$ cat src/rtl/mem_bus_pkg.sv
// Shared data-memory bus encodings (load/store widths), MMIO register offsets,
// STATUS bit positions and the lane steering helpers used by MEM and MMIO.
package mem_bus_pkg;

  typedef enum logic [2:0] {
    RT_LB  = 3'b000,
    RT_LH  = 3'b001,
    RT_LW  = 3'b010,
    RT_LBU = 3'b100,
    RT_LHU = 3'b101
  } read_type_e;

  typedef enum logic [1:0] {
    WT_SB   = 2'b00,
    WT_SH   = 2'b01,
    WT_SW   = 2'b10,
    WT_RSVD = 2'b11
  } write_type_e;

  localparam logic [2:0] OFF_TX     = 3'd0;
  localparam logic [2:0] OFF_STATUS = 3'd1;
  localparam logic [2:0] OFF_RX     = 3'd2;
  localparam logic [2:0] OFF_CYC_LO = 3'd3;
  localparam logic [2:0] OFF_CYC_HI = 3'd4;
  localparam logic [2:0] OFF_LED    = 3'd5;
  localparam logic [2:0] OFF_SW     = 3'd6;

  localparam int ST_RX_VALID = 0;
  localparam int ST_TX_EMPTY = 1;
  localparam int ST_TX_FULL  = 2;
  localparam int ST_TX_OVF   = 3;
  localparam int ST_RX_OVR   = 4;

  typedef struct packed {
    logic [3:0]  be;
    logic [31:0] data;
  } wr_lanes_t;

  // Right-aligned store data replicated across lanes; be picks the live lanes.
  function automatic wr_lanes_t write_lanes(logic [1:0] wt, logic [1:0] lane, logic [31:0] din);
    wr_lanes_t r;
    r.be   = 4'b0000;
    r.data = din;
    case (wt)
      WT_SB: begin r.be = 4'b0001 << lane;                 r.data = {4{din[7:0]}};  end
      WT_SH: begin r.be = lane[1] ? 4'b1100 : 4'b0011;     r.data = {2{din[15:0]}}; end
      WT_SW: begin r.be = 4'b1111;                         r.data = din;            end
      default: r.be = 4'b0000;
    endcase
    return r;
  endfunction

  function automatic logic [31:0] load_extend(logic [31:0] w, logic [2:0] rt, logic [1:0] lane);
    logic [7:0]  b;
    logic [15:0] h;
    b = 8'(w >> {lane, 3'b000});
    h = lane[1] ? w[31:16] : w[15:0];
    case (rt)
      RT_LB:   return {{24{b[7]}}, b};
      RT_LH:   return {{16{h[15]}}, h};
      RT_LBU:  return {24'b0, b};
      RT_LHU:  return {16'b0, h};
      default: return w;
    endcase
  endfunction

endpackage

$ cat src/rtl/mmio_tx_fifo.sv
// Console TX FIFO: registered head (no fall-through), extra pointer bit
// distinguishes full from empty; a push while full is taken if a pop frees a slot.
module mmio_tx_fifo #(
  parameter int DEPTH = 8,
  parameter int W     = 8
) (
  input  logic         clk,
  input  logic         rst,
  input  logic         push,
  input  logic [W-1:0] din,
  input  logic         pop,
  output logic [W-1:0] dout,
  output logic         full,
  output logic         empty
);
  localparam int AW = $clog2(DEPTH);

  logic [AW:0]  wptr, rptr;
  logic [W-1:0] mem [DEPTH];
  logic         do_pop, do_push;

  assign empty   = (wptr == rptr);
  assign full    = (wptr[AW] != rptr[AW]) && (wptr[AW-1:0] == rptr[AW-1:0]);
  assign do_pop  = pop & ~empty;
  assign do_push = push & (~full | do_pop);
  assign dout    = empty ? '0 : mem[rptr[AW-1:0]];

  always_ff @(posedge clk or posedge rst) begin
    if (rst) begin
      wptr <= '0;
      rptr <= '0;
    end else begin
      if (do_push) wptr <= wptr + 1'b1;
      if (do_pop)  rptr <= rptr + 1'b1;
    end
  end

  always_ff @(posedge clk) begin
    if (do_push) mem[wptr[AW-1:0]] <= din;
  end

endmodule

$ cat src/rtl/mmio_bus_responder.sv
// MMIO window responder on the CPU data bus: console TX FIFO, RX holding reg,
// 64-bit cycle counter with consistent HI snapshot, LEDs and synchronised switches.
module mmio_bus_responder
  import mem_bus_pkg::*;
#(
  parameter logic [31:0] BASE_ADDR = 32'hFFFF_0000,
  parameter int          TX_DEPTH  = 8,
  parameter int          LED_W     = 16,
  parameter int          SW_W      = 16
) (
  input  logic             clk,
  input  logic             rst,
  input  logic [31:0]      dm_addr,
  input  logic             dm_re,
  input  logic             dm_we,
  input  logic [31:0]      dm_din,
  input  logic [2:0]       read_type,
  input  logic [1:0]       write_type,
  output logic [31:0]      dm_dout,
  output logic             mmio_hit,
  output logic [7:0]       tx_data,
  output logic             tx_valid,
  input  logic             tx_ready,
  input  logic [7:0]       rx_byte,
  input  logic             rx_strobe,
  input  logic [SW_W-1:0]  sw,
  output logic [LED_W-1:0] led
);
  logic [2:0]       off;
  wr_lanes_t        wl;
  logic [31:0]      be_mask, led_merged, rd_word;
  logic             wr_en, rd_en;
  logic             tx_full, tx_empty, tx_push, tx_pop, tx_drop, st_w1c;
  logic [63:0]      cycle_cnt;
  logic [31:0]      cyc_snap;
  logic [7:0]       rx_data;
  logic             rx_valid, tx_overflow, rx_overrun;
  logic [SW_W-1:0]  sw_meta, sw_sync;

  assign mmio_hit = (dm_addr[31:5] == BASE_ADDR[31:5]);
  assign off      = dm_addr[4:2];
  assign wl       = write_lanes(write_type, dm_addr[1:0], dm_din);
  assign be_mask  = {{8{wl.be[3]}}, {8{wl.be[2]}}, {8{wl.be[1]}}, {8{wl.be[0]}}};

  // A store in the same cycle as a load wins and suppresses read side effects.
  assign wr_en = dm_we & mmio_hit & (write_type != WT_RSVD);
  assign rd_en = dm_re & mmio_hit & ~dm_we;

  assign tx_push  = wr_en & (off == OFF_TX) & wl.be[0];
  assign tx_pop   = tx_valid & tx_ready;
  assign tx_drop  = tx_push & tx_full & ~tx_pop;
  assign st_w1c   = wr_en & (off == OFF_STATUS) & wl.be[0];
  assign tx_valid = ~tx_empty;

  mmio_tx_fifo #(.DEPTH(TX_DEPTH), .W(8)) u_tx_fifo (
    .clk   (clk),
    .rst   (rst),
    .push  (tx_push),
    .din   (wl.data[7:0]),
    .pop   (tx_pop),
    .dout  (tx_data),
    .full  (tx_full),
    .empty (tx_empty)
  );

  // Lanes beyond LED_W fall off in the truncation on write-back.
  assign led_merged = (32'(led) & ~be_mask) | (wl.data & be_mask);

  always_comb begin
    rd_word = '0;
    case (off)
      OFF_STATUS: rd_word = {27'b0, rx_overrun, tx_overflow, tx_full, tx_empty, rx_valid};
      OFF_RX:     rd_word = {24'b0, rx_data};
      OFF_CYC_LO: rd_word = cycle_cnt[31:0];
      OFF_CYC_HI: rd_word = cyc_snap;
      OFF_LED:    rd_word = 32'(led);
      OFF_SW:     rd_word = 32'(sw_sync);
      default:    rd_word = '0;
    endcase
  end

  assign dm_dout = mmio_hit ? load_extend(rd_word, read_type, dm_addr[1:0]) : '0;

  always_ff @(posedge clk or posedge rst) begin
    if (rst) begin
      cycle_cnt   <= '0;
      cyc_snap    <= '0;
      rx_data     <= '0;
      rx_valid    <= 1'b0;
      tx_overflow <= 1'b0;
      rx_overrun  <= 1'b0;
      led         <= '0;
      sw_meta     <= '0;
      sw_sync     <= '0;
    end else begin
      cycle_cnt <= cycle_cnt + 64'd1;
      sw_meta   <= sw;
      sw_sync   <= sw_meta;
      // HI is captured alongside the LO value returned this cycle.
      if (rd_en && off == OFF_CYC_LO) cyc_snap <= cycle_cnt[63:32];
      if (rx_strobe) begin
        rx_data  <= rx_byte;
        rx_valid <= 1'b1;
      end else if (rd_en && off == OFF_RX) begin
        rx_valid <= 1'b0;
      end
      // New events beat a simultaneous write-1-to-clear.
      tx_overflow <= tx_drop | (tx_overflow & ~(st_w1c & wl.data[ST_TX_OVF]));
      rx_overrun  <= (rx_strobe & rx_valid) | (rx_overrun & ~(st_w1c & wl.data[ST_RX_OVR]));
      if (wr_en && off == OFF_LED) led <= led_merged[LED_W-1:0];
    end
  end

endmodule
$ cat config.mk
export PLATFORM = sky130hd
export DESIGN_NAME = mmio_bus_responder
export DESIGN_NICKNAME = d
export VERILOG_FILES = /design/src/rtl/mem_bus_pkg.sv /design/src/rtl/mmio_tx_fifo.sv /design/src/rtl/mmio_bus_responder.sv
export SDC_FILE = /design/constraint.sdc
export NUM_CORES = 1
export LEC_CHECK = 0
export CAP_MARGIN = 20
export CORE_AREA = 10 10 160 162
export CTS_CLUSTER_SIZE = 40
export DETAILED_ROUTE_END_ITERATION = 10
export DIE_AREA = 0 0 170 172
export PLACE_DENSITY = 0.76
export REMOVE_ABC_BUFFERS = 1
export SLEW_MARGIN = 20
export SYNTH_ARGS = -nofsm -noshare
export SYNTH_HDL_FRONTEND = slang
export SYNTH_HIERARCHICAL = 1
export SYNTH_SLANG_ARGS = --single-unit
$ cat constraint.sdc
create_clock -name clk -period 5.1 [get_ports clk]
set_input_delay 1.02 -clock clk [delete_from_list [all_inputs] [get_ports clk]]
set_output_delay 1.02 -clock clk [all_outputs]
set_load 0.005 [all_outputs]
* After elaboration in Yosys (flattened, before gate mapping)
Memories as Yosys holds them, arrays and structs flattened.
Cells that the tools add are included.
** Word-level totals
- Bits in writable memories :: 64
- Input port bits :: 99
- Memories kept :: 1
- Logic and storage cells :: 84
- Flip-flop bits (word level) :: 163
** Memories
- u_tx_fifo.mem :: depth 8, width 8, rd ports 1, clocked after Yosys merged registers in 0, write ports 1, line mmio_tx_fifo.sv:19 : logic [W-1:0] mem [DEPTH];
** Cells by class
- Eq/ne operators :: 16
- Shift operators :: 2
- Add/sub/neg operators :: 3
- Bitwise logic cells :: 31
- Reduce and logical (&&, ||, !) cells :: 8
- Mux-type cells :: 12
** Operators with widths (count)
- $pmux W32 S6 :: 1
- $pmux W32 S4 :: 1
- $add A64 B1 Y64 const B :: 1
- $and A16 B16 Y16 :: 2
- $mux W32 :: 1
- $pmux W16 S2 :: 1
- $shr A32 B5 Y8 :: 1
- $eq A27 B27 Y1 const B :: 1
- $and A1 B1 Y1 :: 18
- $mux W16 :: 1
- $not A16 Y16 :: 1
- $or A16 B16 Y16 :: 1
- $eq A3 B3 Y1 const B :: 5
- $add A4 B1 Y4 const B :: 2
- $mux W8 :: 1
- $eq A3 B1 Y1 const B :: 2
- $eq A3 B2 Y1 const B :: 2
- $logic_not A3 Y1 :: 2
- $not A1 Y1 :: 6
- $pmux W2 S3 :: 1
- $eq A4 B4 Y1 :: 1
- $logic_and A1 B1 Y1 :: 4
- $mux W1 :: 4
- $eq A3 B3 Y1 :: 1
- 9 further kinds :: 11

* Depth between registers and ports, before layout
- Word-level depth :: 9
- Gate-level depth with buffers :: 10
- Depth with buffers taken out :: 8

* Hierarchy
Netlist, hierarchy kept.
** By module, submodules not included
- mmio_bus_responder :: times used 1, cells an instance 717, area an instance 8005.2 µm²
- mmio_tx_fifo :: times used 1, cells an instance 159, area an instance 3044.2 µm²

* Least setup slack after synthesis
No wires, ideal clock.
- Path type :: input to register
- Start point :: in dm_addr[3]
- End point :: mem u_tx_fifo.mem[3][0] (enable)
- Setup slack :: 1213 ps
- Buffers on the path :: 2
- Setup time :: 398 ps
- Arrival :: 3489 ps
- Data required time :: 4702 ps
- Stages :: 7
- Path through :: buf_2 buf_2 nor4bb_1 or4b_1 nor2_1 nand2_1 nor4b_1
** On the way
- Longest elaborated chain between the ends :: 6
** Ends and longest elaborated chain
- start: declaration :: line mmio_bus_responder.sv:13 : input logic [31:0] dm_addr,
- $logic_not A3 Y1 :: line mmio_bus_responder.sv:49 : assign tx_push = wr_en & (off == OFF_TX) & wl.be[0];
- $and A1 B1 Y1 (2 in series) :: line mmio_bus_responder.sv:49
- via tx_push :: line mmio_bus_responder.sv:33 : logic tx_full, tx_empty, tx_push, tx_pop, tx_drop, st_w1c;
- $and A1 B1 Y1 :: line mmio_tx_fifo.sv:25 : assign do_push = push & (~full | do_pop);
- $mux W1 :: line mmio_tx_fifo.sv:39 : if (do_push) mem[wptr[AW-1:0]] <= din;
- $mux W1 (not written as such) :: line mmio_tx_fifo.sv:39
- end: declaration :: line mmio_tx_fifo.sv:19
The timed path passes the listed nets, and every way through them passes these cells.

* Worst setup path after layout
- Start point :: in dm_addr[7]
- End point :: out dm_dout[10]
** On the way
- Longest elaborated chain between the ends :: 2
** Ends and longest elaborated chain
- $eq A27 B27 Y1 :: line mmio_bus_responder.sv:40 : assign mmio_hit = (dm_addr[31:5] == BASE_ADDR[31:5]);
- $mux W32 :: line mmio_bus_responder.sv:82 : assign dm_dout = mmio_hit ? load_extend(rd_word, read_type, dm_addr[1:0]) : '0;
- end: declaration :: line mmio_bus_responder.sv:19 : output logic [31:0] dm_dout,
No other way between the ends.

==> impl_metrics.tcl <==
set metrics [dict create \
    status "finished clean" \
    arrival_ns 3.94 \
    viasPerCell 5.93 \
    cts_buffer_depth 3 \
    leakage_nw 5.79 \
    startpoint_type "primary input" \
    pwr-share-comb 0.163 \
    yosysUniqueCellTypes 80 \
    seq_area_um2 6000 \
    fmax_mhz 201 \
    insertion_delay_ns 0.52 \
    synth_top_flop_cell "dfrtp_1" \
    drv_slew 0 \
    cts_tree "built" \
    ys_seq_elements 227 \
    slowest_delay_ns 0.59 \
    hold_depth 0 \
    hold_buffers 0 \
    hold_viol_final 0 \
    worstSetupPathType "in -> out" \
    worstPathCellList "clkdlybuf4s50_1, nor4_1, nand4_1, or2_1, inv_6, nand2_1, buf_4, a32oi_1, clkdlybuf4s50_1" \
    rows 55 \
    whs_endpoint "sw_sync[10]" \
    grt_use_total 0.204 \
    grt_pass1_vias 8103 \
    r2r.worst_path.cells 6 \
    cp_max_fo 11 \
    numCtsBuffers 24 \
    ant_nets 0 \
    antennaDiodeCount 0 \
    ios 157 \
    start_util 0.494 \
    fin_nets 1136 \
    drive_above_1_share 0.190 \
    irDropWorstVdd_mv 0.246 \
    cap_viol_max_count 0 \
    grt_pass1_wl_um 46900 \
    htree_levels 1 \
    stdcell_area_um2 13800 \
    syn_area_per_cell_um2 12.6 \
    post-route-period-util 0.973 \
    worst_path_max_delay_cell "clkdlybuf4s50_1" \
    dpl.cell_count 1293 \
    synth_warnings 6 \
    num_vias 7926 \
    core-area_um2 22400 \
    async_flop_share 0.718 \
    remaining_drc_errors 0 \
    io_buffers 140 \
    swShare 0.233 \
    placed_area_um2 12800 \
    n_fill_cell 1689 \
    p_sw_mw 1.12 \
    synthCells 876 \
    r2r-end "u_tx_fifo/mem[3][0]" \
    post_drt_wl_per_cell_um 22.5 \
    dp_hpwl_um 22000 \
    grt_antenna_before_repair 0 \
    setup_viol 0 \
    finClkSkew_ns 0.0132 \
    drtPass1Iterations 5 \
    initialDrtViolationCount 677 \
    numClockSinks 227 \
    hp-class "reg -> reg" \
    dp_worst_setup_slack_ns 0.200 \
    die_h_um 172 \
    gp_congestion 0.939 \
    p_per_area_nw_per_um2 346 \
    grt_use_met1 0.259 \
    grt.busiest_layer "met2" \
    clkPwrFrac 0.430 \
    grt.overflow.total 0 \
    rsz0062_at_grt "false" \
    rrSetupSlack_ns 1.97 \
    yosysSeqAreaShare 0.543 \
    die_x_um 170 \
    fin_crit_ns 4.96 \
    area_delta_synth_final_pct 25.0 \
    p_int_mw 3.67 \
    gr-usage-met3 0.0451 \
    stdcell_count 1337 \
    fp.dieArea_um2 29200 \
    relSlewSlack 0.322 \
    routed_wl_um 30100 \
    seq_power_share 0.407 \
    grt_max_degree 107 \
    setup_ws_ns 0.136 \
    use_met2 0.344 \
    cts-root-buf "clkbuf_16" \
    end_kind "output port" \
    multi_input_area_um2 4710 \
    tightestPinTransition_ns 1.01 \
    timing.rr.start "u_tx_fifo/rptr[2]" \
    cpMostUsedCell "clkdlybuf4s50_1" \
    synth_edf_count 64 \
    clkTransAtPathRegs_ns 0.06 \
    hp-start "sw_meta[10]" \
    syn_area_um2 11000 \
    required_ns 4.08 \
]
-- layout by cell type, fill, tap and decap left out, types with 10 or more instances in the layout --
master	instances
a211oi_1	10
a21oi_1	27
a22oi_1	13
a32oi_1	10
and3_1	15
buf_4	40
clkbuf_16	25
clkdlybuf4s50_1	138
dfrtp_1	163
edfxtp_1	64
inv_1	15
mux2_2	43
mux2_4	31
mux2i_1	21
mux4_2	16
nand2_1	56
nand2b_1	10
nand3_1	22
nand4_1	21
nand4b_1	14
nor2_1	50
nor3_1	35
xnor2_1	32
xor2_1	34
-- kinds of logic after synthesis --
| family | Yosys count | synth area share |
|---|---|---|
| compound gates | 121 | 0.0827 |
| flops | 227 | 0.543 |
| xor+xnor | 70 | 0.0592 |
| buf+inv | 67 | 0.0318 |
| fa+ha+maj | 3 | 0.00340 |
| simple gates | 276 | 0.141 |
| mux | 112 | 0.139 |
-- registers in the layout, indices dropped and copies added, names as in the netlist, named ones only --
register	cells
cycle_cnt	64
u_tx_fifo/mem	64
cyc_snap	32
sw_meta	16
sw_sync	16
rx_data	8
u_tx_fifo/rptr	4
u_tx_fifo/wptr	4
rx_overrun	1
rx_valid	1
tx_overflow	1
-- cell type report --
type | count | area share
clock buffer | 29 | 0.0486
multi-input combinational | 582 | 0.341
tap | 285 | 0.0258
timing repair buffer | 181 | 0.124
clock inverter | 15 | 0.0205
sequential | 227 | 0.435
inverter | 18 | 0.00562
-- worst max-delay path, delay by kind of cell --
family | cells | cell delay [ns]
AO/OA/AOI/OAI | 1 | 0.33
buffers and inverters | 4 | 1.33
AND/OR/NAND/NOR | 4 | 1.26
-- worst max path at each step --
stage / from / endpoint / slack, ns / cells after the start
2_1_floorplan: rst / async pin / -0.1 / 1
3_3_place_gp: dm_addr[4] / dm_dout[15] / 0.19 / 7
3_5_place_dp: dm_addr[7] / dm_dout[10] / 0.20 / 9
4_1_cts: dm_addr[7] / dm_dout[10] / 0.19 / 9
5_1_grt: dm_addr[4] / dm_dout[10] / 0.03 / 9
6_report: dm_addr[7] / dm_dout[10] / 0.14 / 9
-- power groups by stage --
stage          clock, mW  combinational (mW)  sequential (mW)
2_1_floorplan          0               0.383             2.03
3_3_place_gp           0               0.765             1.98
3_5_place_dp           0               0.783             1.98
4_1_cts             2.09               0.788             1.95
5_1_grt             2.16               0.843             1.95
6_report            2.05               0.780             1.95
-- stage by stage --
| stage | power [mW] | utilization | hold slack (ns) | TNS, ns |
|---|---|---|---|---|
| final | 4.78 | 0.617 | 0.346 | 0 |
| after global routing | 4.95 | 0.617 | 0.352 | 0 |
| after CTS | 4.82 | 0.617 | 0.346 | 0 |
| after detailed placement | 2.77 | 0.574 | 0.335 | 0 |
| after global placement | 2.75 | 0.574 | 0.332 | 0 |
| after floorplan | 2.41 | - | 0.331 | -15.21 |
-- Yosys cell counts (13+ instances only) --
master	n	area [um2]
mux2i_1	21	210
and3_1	15	93.8
clkbuf_1	16	60.1
mux2_2	43	484
nand3_1	22	110
buf_2	19	95.1
edfxtp_1	64	1920
nand4b_1	14	123
inv_1	16	60.1
a21oi_1	27	135
mux2_4	31	465
xor2_1	34	298
dfrtp_1	163	4080
nor3_1	35	175
a22oi_1	13	97.6
xnor2_1	32	280
mux4_2	16	360
nand4_1	21	131
nor2_1	50	188
nand2_1	56	210
-- layer usage --
layer | wire length, um | part of all wire
met1 | 12000 | 0.40
met3 | 2690 | 0.090
met2 | 14500 | 0.48
met5 | 0 | 0
met4 | 848 | 0.028
-- timing repair --
action / 4_1_cts / 5_1_grt
buffers inserted: 0 / 0
endpoints found under the setup margin: 0 / 1
hold endpoints to repair: 0 / 0
gates resized for setup: 0 / 2
Note: power is estimated with default switching activity, not from simulation.
